<file path="src/rtl/pipe_stage_reg.sv">
// pipe_stage_reg: pipeline stage register (main + skid) with valid/ready handshake and flush.
// Latency: an entry accepted into an empty stage (or with a simultaneous consume) is on out_* one falling edge later.
// Backpressure: in_ready drops only when both registers are held; it never looks at out_ready, so ready is not combinational end to end.
// Ports:
//   clk        - single clock, state updates on the falling edge
//   Reset      - asynchronous active-high reset, discards everything
//   Bubble     - synchronous flush, priority over accept/consume
//   in_valid / in_ready / in_ctrl / in_data    - upstream handshake and fields
//   out_valid / out_ready / out_ctrl / out_data - downstream handshake and registered fields
//   occupancy  - held entry count (0..2)
module pipe_stage_reg #(
  parameter int unsigned           CTRL_W      = 16,
  parameter int unsigned           DATA_W      = 117,
  parameter logic [CTRL_W-1:0]     BUBBLE_CTRL = '0
) (
  input  logic              clk,
  input  logic              Reset,
  input  logic              Bubble,
  input  logic              in_valid,
  output logic              in_ready,
  input  logic [CTRL_W-1:0] in_ctrl,
  input  logic [DATA_W-1:0] in_data,
  output logic              out_valid,
  input  logic              out_ready,
  output logic [CTRL_W-1:0] out_ctrl,
  output logic [DATA_W-1:0] out_data,
  output logic [1:0]        occupancy
);

  typedef enum logic [1:0] {
    EMPTY = 2'd0,
    ONE   = 2'd1,
    FULL  = 2'd2
  } state_t;

  state_t              r_state;
  logic [CTRL_W-1:0]   r_main_ctrl;
  logic [DATA_W-1:0]   r_main_data;
  logic [CTRL_W-1:0]   r_skid_ctrl;
  logic [DATA_W-1:0]   r_skid_data;

  state_t              w_state_nxt;
  logic [CTRL_W-1:0]   w_main_ctrl_nxt;
  logic [DATA_W-1:0]   w_main_data_nxt;
  logic [CTRL_W-1:0]   w_skid_ctrl_nxt;
  logic [DATA_W-1:0]   w_skid_data_nxt;
  logic                w_accept;
  logic                w_consume;

  // Reset is folded in so upstream never sees ready while the stage is being cleared.
  assign in_ready  = (r_state != FULL) && !Bubble && !Reset;
  assign out_valid = (r_state != EMPTY);
  assign out_ctrl  = r_main_ctrl;
  assign out_data  = r_main_data;

  assign w_accept  = in_valid && in_ready;
  assign w_consume = out_valid && out_ready;

  always_comb begin
    unique case (r_state)
      ONE:     occupancy = 2'd1;
      FULL:    occupancy = 2'd2;
      default: occupancy = 2'd0;
    endcase
  end

  always_comb begin
    w_state_nxt     = r_state;
    w_main_ctrl_nxt = r_main_ctrl;
    w_main_data_nxt = r_main_data;
    w_skid_ctrl_nxt = r_skid_ctrl;
    w_skid_data_nxt = r_skid_data;

    if (Bubble) begin
      // Flush wins over any handshake this edge; in_ready is already low.
      w_state_nxt     = EMPTY;
      w_main_ctrl_nxt = BUBBLE_CTRL;
      w_main_data_nxt = '0;
      w_skid_ctrl_nxt = '0;
      w_skid_data_nxt = '0;
    end else begin
      unique case (r_state)
        EMPTY: begin
          if (w_accept) begin
            w_state_nxt     = ONE;
            w_main_ctrl_nxt = in_ctrl;
            w_main_data_nxt = in_data;
          end
        end
        ONE: begin
          if (w_accept && w_consume) begin
            w_main_ctrl_nxt = in_ctrl;
            w_main_data_nxt = in_data;
          end else if (w_accept) begin
            // Downstream stalled: park the newer entry behind main.
            w_state_nxt     = FULL;
            w_skid_ctrl_nxt = in_ctrl;
            w_skid_data_nxt = in_data;
          end else if (w_consume) begin
            w_state_nxt     = EMPTY;
            w_main_ctrl_nxt = BUBBLE_CTRL;
            w_main_data_nxt = '0;
          end
        end
        FULL: begin
          if (w_consume) begin
            w_state_nxt     = ONE;
            w_main_ctrl_nxt = r_skid_ctrl;
            w_main_data_nxt = r_skid_data;
          end
        end
        default: begin
          w_state_nxt     = EMPTY;
          w_main_ctrl_nxt = BUBBLE_CTRL;
          w_main_data_nxt = '0;
        end
      endcase
    end
  end

  always_ff @(negedge clk or posedge Reset) begin
    if (Reset) begin
      r_state     <= EMPTY;
      r_main_ctrl <= BUBBLE_CTRL;
      r_main_data <= '0;
      r_skid_ctrl <= '0;
      r_skid_data <= '0;
    end else begin
      r_state     <= w_state_nxt;
      r_main_ctrl <= w_main_ctrl_nxt;
      r_main_data <= w_main_data_nxt;
      r_skid_ctrl <= w_skid_ctrl_nxt;
      r_skid_data <= w_skid_data_nxt;
    end
  end

endmodule

</file>
<file path="config.mk">
export PLATFORM = sky130hd
export DESIGN_NAME = pipe_stage_reg
export DESIGN_NICKNAME = d
export VERILOG_FILES = /design/src/rtl/pipe_stage_reg.sv
export SDC_FILE = /design/constraint.sdc
export NUM_CORES = 1
export LEC_CHECK = 0
export BUFFER_PORTS_ARGS = -buffer_cell sky130_fd_sc_hd__buf_2
export CORE_MARGIN = 10
export CORE_UTILIZATION = 55
export CTS_BUF_LIST = sky130_fd_sc_hd__clkbuf_2 sky130_fd_sc_hd__clkbuf_4 sky130_fd_sc_hd__clkbuf_8
export DETAILED_ROUTE_END_ITERATION = 7
export PLACE_DENSITY = 0.8
export SETUP_SLACK_MARGIN = 0.4
export SYNTH_ARGS = -nofsm -noshare
export SYNTH_HDL_FRONTEND = slang
export SYNTH_SLANG_ARGS = --single-unit
</file>
<file path="constraint.sdc">
create_clock -name clk -period 11.72 [get_ports clk]
set_input_delay 0.586 -clock clk [delete_from_list [all_inputs] [get_ports clk]]
set_output_delay 0.586 -clock clk [all_outputs]
set_load 0.01 [all_outputs]
</file>
==> qor.txt <==
status: finished, final reports clean
Post-CTS Hold Buffers: 0
largest net degree at the start of global routing: 165
Hold Path End: out_data[57]
drt initial violations: 988
CTS HTree Levels: 2
Pint: 1600 µW
Final Max Tran Viols: 0
Clk pwr share: 0.426
arrival time worst endpoint: 8.13 ns
dpl cells: 1,701
Yosys reg bits: 268
Lkg Pwr: 0.00696 µW
endpoints failing hold: 0
Synth top area share: 0.517
# DRC: 0
Post-synth EDFFs: 0
post-synthesis cell type count: 28
top_reg_cell synth: dfrtn_1
HPWL after detailed placement: 22.2 mm
worst hold path class: flop to flop
TritonCTS Sinks: 268
Hold Crit Depth: 1
Skew-Pair Late Insertion Delay: 0.52 ns
I/O Pins: 275
Worst slew margin: 0.188
most frequent cell after synthesis: dfrtn_1
hold_sp: out_data[57]
area leader, netlist: dfrtn_1
post-cts sizing count: 0
I/O Buffers: 274
Fill cells: 1,856
P&R area growth vs syn: 18.9%
pwr dens: 140 nW/µm²
synth warn: 0
crit start category: flop
synth top area cells: dfrtn_1 52%, mux2i_1 10%, a22o_1 9.0%, o2bb2ai_1 9.0%, nand2_1 5.0%
Synth async-reset ratio: 1.00
number of global-route vias before repair: 10,600
Final Net Count: 1,568
Gate power share: 0.116
Syn Area/Cell: 10.7 µm²
first-pass GRT wire length: 59.1 mm
Synth Net Count: 1,345
antenna violations before repair: 11
site row count: 56
Finished Layout Cells: 1,792
Die ar.: 30,100 µm²
Max VDD drop: 0.0927 mV
number of buffers created by CTS: 46
total number of vias: 10,500
net switching power: 552 µW
GRT Overall Usage: 0.233
Netlist Area Pre-Place: 13,000 µm²
Worst-path clk slew: 0.04 ns
Multi-input gate area: 5740 µm²
total area of sequential cells: 6710 µm²
critical path peak fanout: 84
crit path kind: flop to primary output
commonest cells in the synthesized netlist: 268 x dfrtn_1, 172 x nand2_1, 133 x a22o_1, 133 x mux2i_1, 133 x o2bb2ai_1
CTS tree: built
switching share of total power: 0.256
Detailed Route WL: 36.2 mm
initial core utilization: 0.556
Placed Area: 14,400 µm²
Max Cap Viol: 0
CP endpoint kind: primary output
Critical R2R Launch: r_state[1]
Final Cell Area: 15,400 µm²
clock skew: 0.0107 ns
r2r setup slk: 7.94 ns
GP Congestion: 0.803
Via-to-Cell Ratio: 5.84
RSZ-0062 raised after global routing: false
die width: 174 µm
Seq/Total Area, Yosys: 0.517
post-route setup TNS: 0 ns
GRT overflow: 0
fraction of layout cells with a size suffix above 1: 0.261
Req. time, crit path: 11.13 ns
Core ar.: 23,300 µm²
die extent in y: 174 µm
capture point of the worst reg-to-reg path: out_ctrl[8]
drt pass-1 iters: 5
Bufs on Longest Clock Path: 3
wire per inst: 20.2 µm
Clock Tree Root: clkbuf_8
Tightest Pin Transition: 1.21 ns
worst r2r path cells: 6
Final setup viols: 0
post-CTS setup buffers: 0
share of total power in sequential cells: 0.459
antenna-violating nets left: 0
Synth Instances: 1,207
[per-layer routing]
layer,global-route usage,up-vias,share of wire
met5,0,-,0.0015
met4,0.0691,8,0.021
met3,0.0588,56,0.068
met2,0.368,354,0.47
met1,0.312,5192,0.44
li1,-,4864,-
[area by class of cell]
class,instances,share of cell area
flip-flops and latches,268,0.435
multi-input cells,820,0.372
clock inverters,4,0.00130
diodes,7,0.00114
well taps,319,0.0259
repair buffers,292,0.0986
clock buffers,80,0.0657
inverters,2,0.000730
[kinds of logic after synthesis]
logic type	Yosys count	synth area share
compound gates	406	0.235
simple gates	281	0.103
flops	268	0.517
mux	133	0.103
buf+inv	119	0.0429
[cell usage in the layout, fill, tap and decap left out, types with 2 or more instances in the layout]
cell type | Yosys | final
a21oi_1 | 38 | 38
buf_2 | 43 | 273
clkbuf_8 | 0 | 66
nand2b_1 | 96 | 96
nor2_1 | 3 | 2
o2bb2ai_1 | 133 | 133
nor2b_1 | 2 | 2
o21ai_0 | 96 | 96
a21o_1 | 3 | 3
nand2_1 | 172 | 172
dfrtn_1 | 268 | 268
clkinv_2 | 0 | 4
clkbuf_4 | 0 | 14
mux2i_1 | 133 | 133
buf_4 | 1 | 18
a22o_1 | 133 | 133
diode_2 | 0 | 7
[sequential cells by signal (all words and copies together) (netlist names)]
name         count
out_ctrl        16
r_skid_ctrl     16
out_data       117
r_state          2
r_skid_data    117
[through the flow]
step	power, µW	util	hold slack, ns	setup slack [ns]
2_1_floorplan	1150	-	0.481	0.580
3_3_place_gp	1250	0.616	0.444	2.93
3_5_place_dp	1250	0.616	0.446	2.90
4_1_cts	2180	0.660	0.450	3.00
5_1_grt	2240	0.661	0.454	2.83
6_report	2160	0.661	0.445	3.00
[worst max-delay path, stage by stage, from the launching register on]
cell	delay (ns)
dfrtn_1	0.40
buf_4	0.76
nor2b_1	0.37
buf_2	0.21
[power groups by stage]
stage	Clock [µW]	Sequential, µW	Combinational (µW)
after CTS	934	989	252
after global placement	0	1000	245
after global routing	978	993	274
final	918	989	249
after floorplan	0	1010	132
after detailed placement	0	1000	251
[worst max path at each step]
stage	slack, ns	end	startpoint	cells past startpoint
after floorplan	0.58	r_state[0]	Reset	4
after global placement	2.93	out_data[53]	Bubble	6
after detailed placement	2.90	out_data[48]	Bubble	6
after CTS	3.00	occupancy[0]	r_state[0]	3
after global routing	2.83	in_ready	r_state[0]	4
final	3.00	occupancy[0]	r_state[0]	3
Note: power is estimated with default switching activity, not from simulation.
